--- src/rtl/seven_seg_pkg.sv ---
// Shared seven-segment definitions: glyph table used by both the scan driver
// and the capture decoder, plus small helpers.
package seven_seg_pkg;

   localparam int NUM_DIGITS = 8;

   // Active-high segments, bit0 = a ... bit6 = g; entry k is the glyph for nibble k.
   localparam logic [15:0][6:0] SEG_GLYPH = {
      7'h71, 7'h79, 7'h5E, 7'h39, 7'h7C, 7'h77, 7'h6F, 7'h7F,
      7'h07, 7'h7D, 7'h6D, 7'h66, 7'h4F, 7'h5B, 7'h06, 7'h3F
   };

   // Index of the set bit of a one-hot digit enable; only meaningful when exactly one bit is set.
   function automatic logic [2:0] onehot_idx(input logic [NUM_DIGITS-1:0] v);
      logic [2:0] idx;
      idx = '0;
      for (int i = 0; i < NUM_DIGITS; i++) begin
         if (v[i]) idx = 3'(i);
      end
      return idx;
   endfunction

endpackage

--- src/rtl/seg_glyph_decode.sv ---
// Combinational reverse lookup of an active-high segment pattern into a hex nibble.
module seg_glyph_decode
   import seven_seg_pkg::*;
(
   input  logic [6:0] seg_i,
   output logic [3:0] nibble_o,
   output logic       hit_o
);

   always_comb begin
      nibble_o = '0;
      hit_o    = 1'b0;
      for (int k = 0; k < 16; k++) begin
         if (seg_i == SEG_GLYPH[k]) begin
            hit_o    = 1'b1;
            nibble_o = 4'(k);
         end
      end
   end

endmodule

--- src/rtl/seven_segment_capture.sv ---
// Samples a multiplexed active-low seven-segment scan bus, debounces each scan
// step, decodes glyphs and reassembles complete 8-digit frames.
module seven_segment_capture
   import seven_seg_pkg::*;
#(
   parameter int STABLE_CYCLES  = 16,
   parameter int TIMEOUT_CYCLES = 1_000_000
) (
   input  logic        clk,
   input  logic        rst,
   input  logic [6:0]  cat,
   input  logic [7:0]  an,
   output logic [31:0] val,
   output logic        val_valid,
   output logic [7:0]  digit_mask,
   output logic        decode_err
);

   localparam int TO_W = (TIMEOUT_CYCLES > 1) ? $clog2(TIMEOUT_CYCLES) : 1;
   localparam logic [TO_W-1:0] TO_LAST  = TO_W'(TIMEOUT_CYCLES - 1);
   localparam logic [7:0]      STAB_MAX = 8'(STABLE_CYCLES);
   localparam logic [7:0]      STAB_ARM = 8'(STABLE_CYCLES - 1);

   // Bus layout {an, cat}; all ones means every digit and segment dark.
   logic [14:0]     meta_q, syn_q, prv_q;
   logic [7:0]      stab_q, stab_d;
   logic            armed_q, armed_d;
   logic [TO_W-1:0] to_q, to_d;
   logic [31:0]     shadow_q, shadow_d;
   logic [7:0]      mask_q, mask_d;
   logic [31:0]     val_q, val_d;
   logic            val_valid_q, val_valid_d;
   logic            decode_err_q, decode_err_d;

   logic [6:0] seg;
   logic [7:0] en;
   logic [2:0] idx;
   logic       multi;
   logic       take;
   logic       hit_frame;
   logic [3:0] nibble;
   logic       glyph_hit;

   assign seg   = ~syn_q[6:0];
   assign en    = ~syn_q[14:7];
   assign idx   = onehot_idx(en);
   assign multi = (en & (en - 8'd1)) != 8'd0;
   assign take  = (syn_q == prv_q) && armed_q && (stab_q == STAB_ARM);

   seg_glyph_decode u_decode (
      .seg_i    (seg),
      .nibble_o (nibble),
      .hit_o    (glyph_hit)
   );

   always_comb begin
      stab_d       = stab_q;
      armed_d      = armed_q;
      to_d         = (to_q == TO_LAST) ? to_q : to_q + TO_W'(1);
      shadow_d     = shadow_q;
      mask_d       = mask_q;
      val_d        = val_q;
      val_valid_d  = 1'b0;
      decode_err_d = 1'b0;
      hit_frame    = 1'b0;

      if (syn_q != prv_q) begin
         stab_d  = '0;
         armed_d = 1'b1;
      end else begin
         if (stab_q != STAB_MAX) stab_d = stab_q + 8'd1;
         if (take) armed_d = 1'b0;
      end

      // Blank steps fall through untouched: no error and no timeout restart.
      if (take && (en != 8'd0)) begin
         if (multi || !glyph_hit) begin
            decode_err_d = 1'b1;
         end else begin
            hit_frame                    = 1'b1;
            shadow_d[{idx, 2'b00} +: 4]  = nibble;
            mask_d                       = mask_q | (8'd1 << idx);
            to_d                         = '0;
            if (&mask_d) begin
               val_d       = shadow_d;
               val_valid_d = 1'b1;
               mask_d      = '0;
            end
         end
      end

      // A hit on the same edge as the timeout keeps the frame alive.
      if (!hit_frame && (to_q == TO_LAST) && (mask_q != 8'd0)) begin
         mask_d = '0;
         to_d   = '0;
      end
   end

   always_ff @(posedge clk or posedge rst) begin
      if (rst) begin
         meta_q       <= '1;
         syn_q        <= '1;
         prv_q        <= '1;
         stab_q       <= '0;
         armed_q      <= 1'b0;
         to_q         <= '0;
         shadow_q     <= '0;
         mask_q       <= '0;
         val_q        <= '0;
         val_valid_q  <= 1'b0;
         decode_err_q <= 1'b0;
      end else begin
         meta_q       <= {an, cat};
         syn_q        <= meta_q;
         prv_q        <= syn_q;
         stab_q       <= stab_d;
         armed_q      <= armed_d;
         to_q         <= to_d;
         shadow_q     <= shadow_d;
         mask_q       <= mask_d;
         val_q        <= val_d;
         val_valid_q  <= val_valid_d;
         decode_err_q <= decode_err_d;
      end
   end

   assign val        = val_q;
   assign val_valid  = val_valid_q;
   assign digit_mask = mask_q;
   assign decode_err = decode_err_q;

endmodule

--- config.mk ---
export PLATFORM = sky130hd
export DESIGN_NAME = seven_segment_capture
export DESIGN_NICKNAME = d
export VERILOG_FILES = /design/src/rtl/seven_seg_pkg.sv /design/src/rtl/seg_glyph_decode.sv /design/src/rtl/seven_segment_capture.sv
export SDC_FILE = /design/constraint.sdc
export NUM_CORES = 1
export LEC_CHECK = 0
export CAP_MARGIN = 20
export CORE_MARGIN = 5
export CORE_UTILIZATION = 28
export DETAILED_ROUTE_END_ITERATION = 8
export PLACE_DENSITY_LB_ADDON = 0.3
export SLEW_MARGIN = 10
export SYNTH_ARGS = -nofsm -noshare
export SYNTH_HDL_FRONTEND = slang
export SYNTH_SLANG_ARGS = --single-unit
--- constraint.sdc ---
create_clock -name clk -period 10.5 [get_ports clk]
set_input_delay 2.1 -clock clk [delete_from_list [all_inputs] [get_ports clk]]
set_output_delay 2.1 -clock clk [all_outputs]
set_load 0.02 [all_outputs]
==> flow_summary_export.csv <==
group,metric,value,unit
logic_synthesis,synthesis.nets,634,
logic_synthesis,synth_ff_type,"dfrtp_1",
pwr,vdd_drop_max,0.0000992,V
detailed_routing,vias,4613,
pwr,p_per_area,146,mW/mm2
setup_path,worstPathMaxFanout,22,
setup_path,arrival,4.28,ns
logic_synthesis,ys_types,65,
sta,drv_slew,0,
detailed_routing,ant_nets,0,
pwr,switching_share,0.236,
grt,grt_max_degree,77,
flow_run,cap_violations,0,
setup_path,cp-start-kind,"flip-flop",
logic_synthesis,post_synth_inst_count,607,
run_status,outcome,"finished, final reports clean",
min_path,worst_hold_path_type,"flip-flop to flip-flop",
logic_synthesis,synth_async_sr_flop_share,1.00,
logic_synthesis,synth_seq_area_share,0.526,
die,fp.coreArea,0.0252,mm2
grt,grtUsageMet3,0.0291,
pwr,p_comb_frac,0.043,
grt,grt_use_met1,0.149,
clock_network,clk_pin_slew,0.06,ns
place,placed_cells,971,
place,io_buffers,58,
final_layout,fin_nets,688,
clock_network,cts_setup_buffers,0,
sta,clock_skew,0.0156,ns
logic_synthesis,synth_edf_count,0,
die,start_util,0.284,
place,pre_cts_ws,6.25,ns
clock_network,cts_buffers,17,
die,die_area,0.0288,mm2
grt,use_met2,0.173,
pwr,seqPwrFrac,0.476,
grt,grtUsageTotal,0.110,
place,dpl.hpwl,10.6,mm
clock_network,worstSkewPairLatency,0.43,ns
sta,period_minus_slack,3.97,ns
pwr,switching_power,296,uW
clock_network,clockBufferDepth,2,
setup_path,rrSetupSlack,6.53,ns
pwr,leakage,0.00367,uW
sta,setup_viol,0,
grt,grt-ovfl-total,0,
detailed_routing,post_drt_wl_per_cell,15.5,um
grt,antenna_found_initial,0,
die,die_width,170,um
sta,fmax,252,MHz
final_layout,stdcell_count,1004,
clock_network,cts_tree,"done",
detailed_routing,drt_iter0_drc,224,
sta,final-hold-violation-count,0,
place,gp_congestion,0.806,
setup_path,cp.required,10.81,ns
detailed_routing,drcViolationCount,0,
die,die_h,170,um
final_layout,utilization,0.343,
final_layout,final_cell_area,0.00864,mm2
pwr,clkPwrFrac,0.481,
sta,rsz0062_at_grt,"no",
clock_network,cts_hold_buf,0,
logic_synthesis,syn-cell-area,0.00715,mm2
setup_path,reg2regPathDepth,10,
place,place_area,0.00803,mm2
pwr,p_int,962,uW
detailed_routing,firstDrtPassIters,4,
clock_network,cts_resized,0,
clock_network,cts.sinks,148,
grt,grt_pass1_vias,4602,
setup_path,slowest_stage,"dfstp_2",
sta,fin_tns_setup,0,ns
clock_network,cts_root_buffer,"clkbuf_16",
sta,fin_ws,6.53,ns
logic_synthesis,yosys_warnings,0,
logic_synthesis,synth.avg_cell_area,11.8,um2
final_layout,diodes,0,
die,io_pins,59,
sta,worst_pin_slew,0.928,ns
setup_path,path_cells,"o21ai_0 > nor2_1 > ha_1 > ha_1 > o22a_1 > o21ai_0 > a221o_1 > and4b_2 > buf_12 > mux2_2",
die,rows,58,
final_layout,area_growth,20.9,%
setup_path,cpPeakStageDelay,0.64,ns
grt,busiest_layer,"met2",
grt,grt_pass1_wl,25.3,mm
min_path,holdPathStages,0,
detailed_routing,via_per_inst,4.59,
clock_network,htree_levels,4,
final_layout,final_layout_size_suffix_gt1_frac,0.258,
setup_path,criticalPathCategory,"flip-flop to flip-flop",
detailed_routing,drt-total-wl,15.5,mm
logic_synthesis,synth_seq_cells,148,
setup_path,end_kind,"flip-flop",
sta,fin_crit_sh,0.378,
sta,slew_headroom,0.375,
layout by cell type (no fill, tap or decap), types with 10 or more instances in the layout:
cell	instances
dfrtp_1	103
clkdlybuf4s50_1	58
nor2_1	53
mux2_2	50
dfstp_2	45
nand2_1	37
mux2_4	30
inv_1	24
xor2_1	23
clkbuf_16	20
o21ai_0	16
a21oi_1	15
nand3_1	15
xnor2_1	15
nor3_1	12
and2_1	11
nand4_1	10
ha_1	10
power by group through the flow:
stage	combinational [uW]	sequential [uW]	clock (uW)
6_report	54.2	598	606
5_1_grt	61.7	599	649
4_1_cts	55.7	598	626
3_5_place_dp	55.5	608	0
3_3_place_gp	55.5	608	0
2_1_floorplan	41.5	601	0
worst max-delay path: cells and delay by family (launching register included):
kind | cells | cell delay (ns)
AO/OA/AOI/OAI | 4 | 0.91
adder cells (fa/ha/maj) | 2 | 0.68
buffers and inverters | 1 | 0.27
flip-flops | 1 | 0.64
multiplexers | 1 | 0.35
AND/OR/NAND/NOR | 2 | 0.99
layer usage:
metal	wire length [um]	part of all wire
met1	7470	0.48
met4	104	0.0067
met2	7420	0.48
met3	561	0.036
met5	0	0
cell usage after synthesis, types with 3 or more instances:
| library cell | number | area (um2) |
|---|---|---|
| dfrtp_1 | 103 | 2580 |
| nor2_1 | 53 | 199 |
| mux2_2 | 50 | 563 |
| dfstp_2 | 45 | 1180 |
| nand2_1 | 37 | 139 |
| mux2_4 | 30 | 450 |
| inv_1 | 25 | 93.8 |
| xor2_1 | 23 | 201 |
| o21ai_0 | 16 | 80.1 |
| a21oi_1 | 15 | 75.1 |
| nand3_1 | 15 | 75.1 |
| xnor2_1 | 15 | 131 |
| clkbuf_1 | 14 | 52.6 |
| nor3_1 | 12 | 60.1 |
| and2_1 | 11 | 68.8 |
| ha_1 | 10 | 125 |
| nand4_1 | 10 | 62.6 |
| nor4_1 | 8 | 50.1 |
| o31ai_1 | 8 | 60.1 |
| a41oi_1 | 7 | 61.3 |
| and4_1 | 7 | 61.3 |
| buf_2 | 7 | 35.0 |
| buf_6 | 5 | 56.3 |
| mux2i_1 | 5 | 50.1 |
| nor2b_1 | 5 | 31.3 |
| a211oi_1 | 4 | 30.0 |
| a31oi_1 | 4 | 25.0 |
| and3_1 | 4 | 25.0 |
| o311ai_0 | 4 | 35.0 |
| a21o_1 | 3 | 22.5 |
| nand4b_1 | 3 | 26.3 |
| nor3b_1 | 3 | 22.5 |
| nor4bb_1 | 3 | 30.0 |
stage by stage:
stage	total power (uW)	hold WS, ns
after floorplan	642	0.345
after global placement	663	0.346
after detailed placement	664	0.347
after CTS	1280	0.352
after global routing	1310	0.357
final	1260	0.349
worst paths after layout:
path / startpoint / to
min: meta_q[1] / syn_q[1]
min reg2reg: meta_q[1] / syn_q[1]
min in group asynchronous: rst / stab_q[0]
max: syn_q[14] / val[29]
max reg2reg: syn_q[14] / val[29]
max in group asynchronous: rst / val[8]
cell type report:
| type | instances | area (um2) |
|---|---|---|
| clock inverter | 10 | 81.3 |
| tap | 330 | 413 |
| multi-input combinational | 404 | 3130 |
| fill | 2510 | 16500 |
| sequential | 148 | 3760 |
| timing repair buffer | 64 | 638 |
| inverter | 26 | 104 |
| clock buffer | 22 | 518 |
cell families (layout without fill, tap and decap cells):
kind of cell / count (synthesis) / in the layout / share of synthesized area
flip-flops: 148 / 148 / 0.526
XOR/XNOR: 38 / 38 / 0.0466
AND/OR/NAND/NOR: 188 / 188 / 0.145
multiplexers: 85 / 85 / 0.149
buffers and inverters: 55 / 122 / 0.0362
AO/OA/AOI/OAI: 82 / 82 / 0.0789
adder cells (fa/ha/maj): 11 / 11 / 0.0189
flip-flops by register name, summed over array words and instances (netlist names):
| signal | flops |
|---|---|
| shadow_q | 32 |
| val | 32 |
| to_q | 20 |
| meta_q | 15 |
| prv_q | 15 |
| syn_q | 15 |
| digit_mask | 8 |
| stab_q | 8 |
| armed_q | 1 |
| decode_err | 1 |
| val_valid | 1 |
Power figures use the tool's default switching activity.
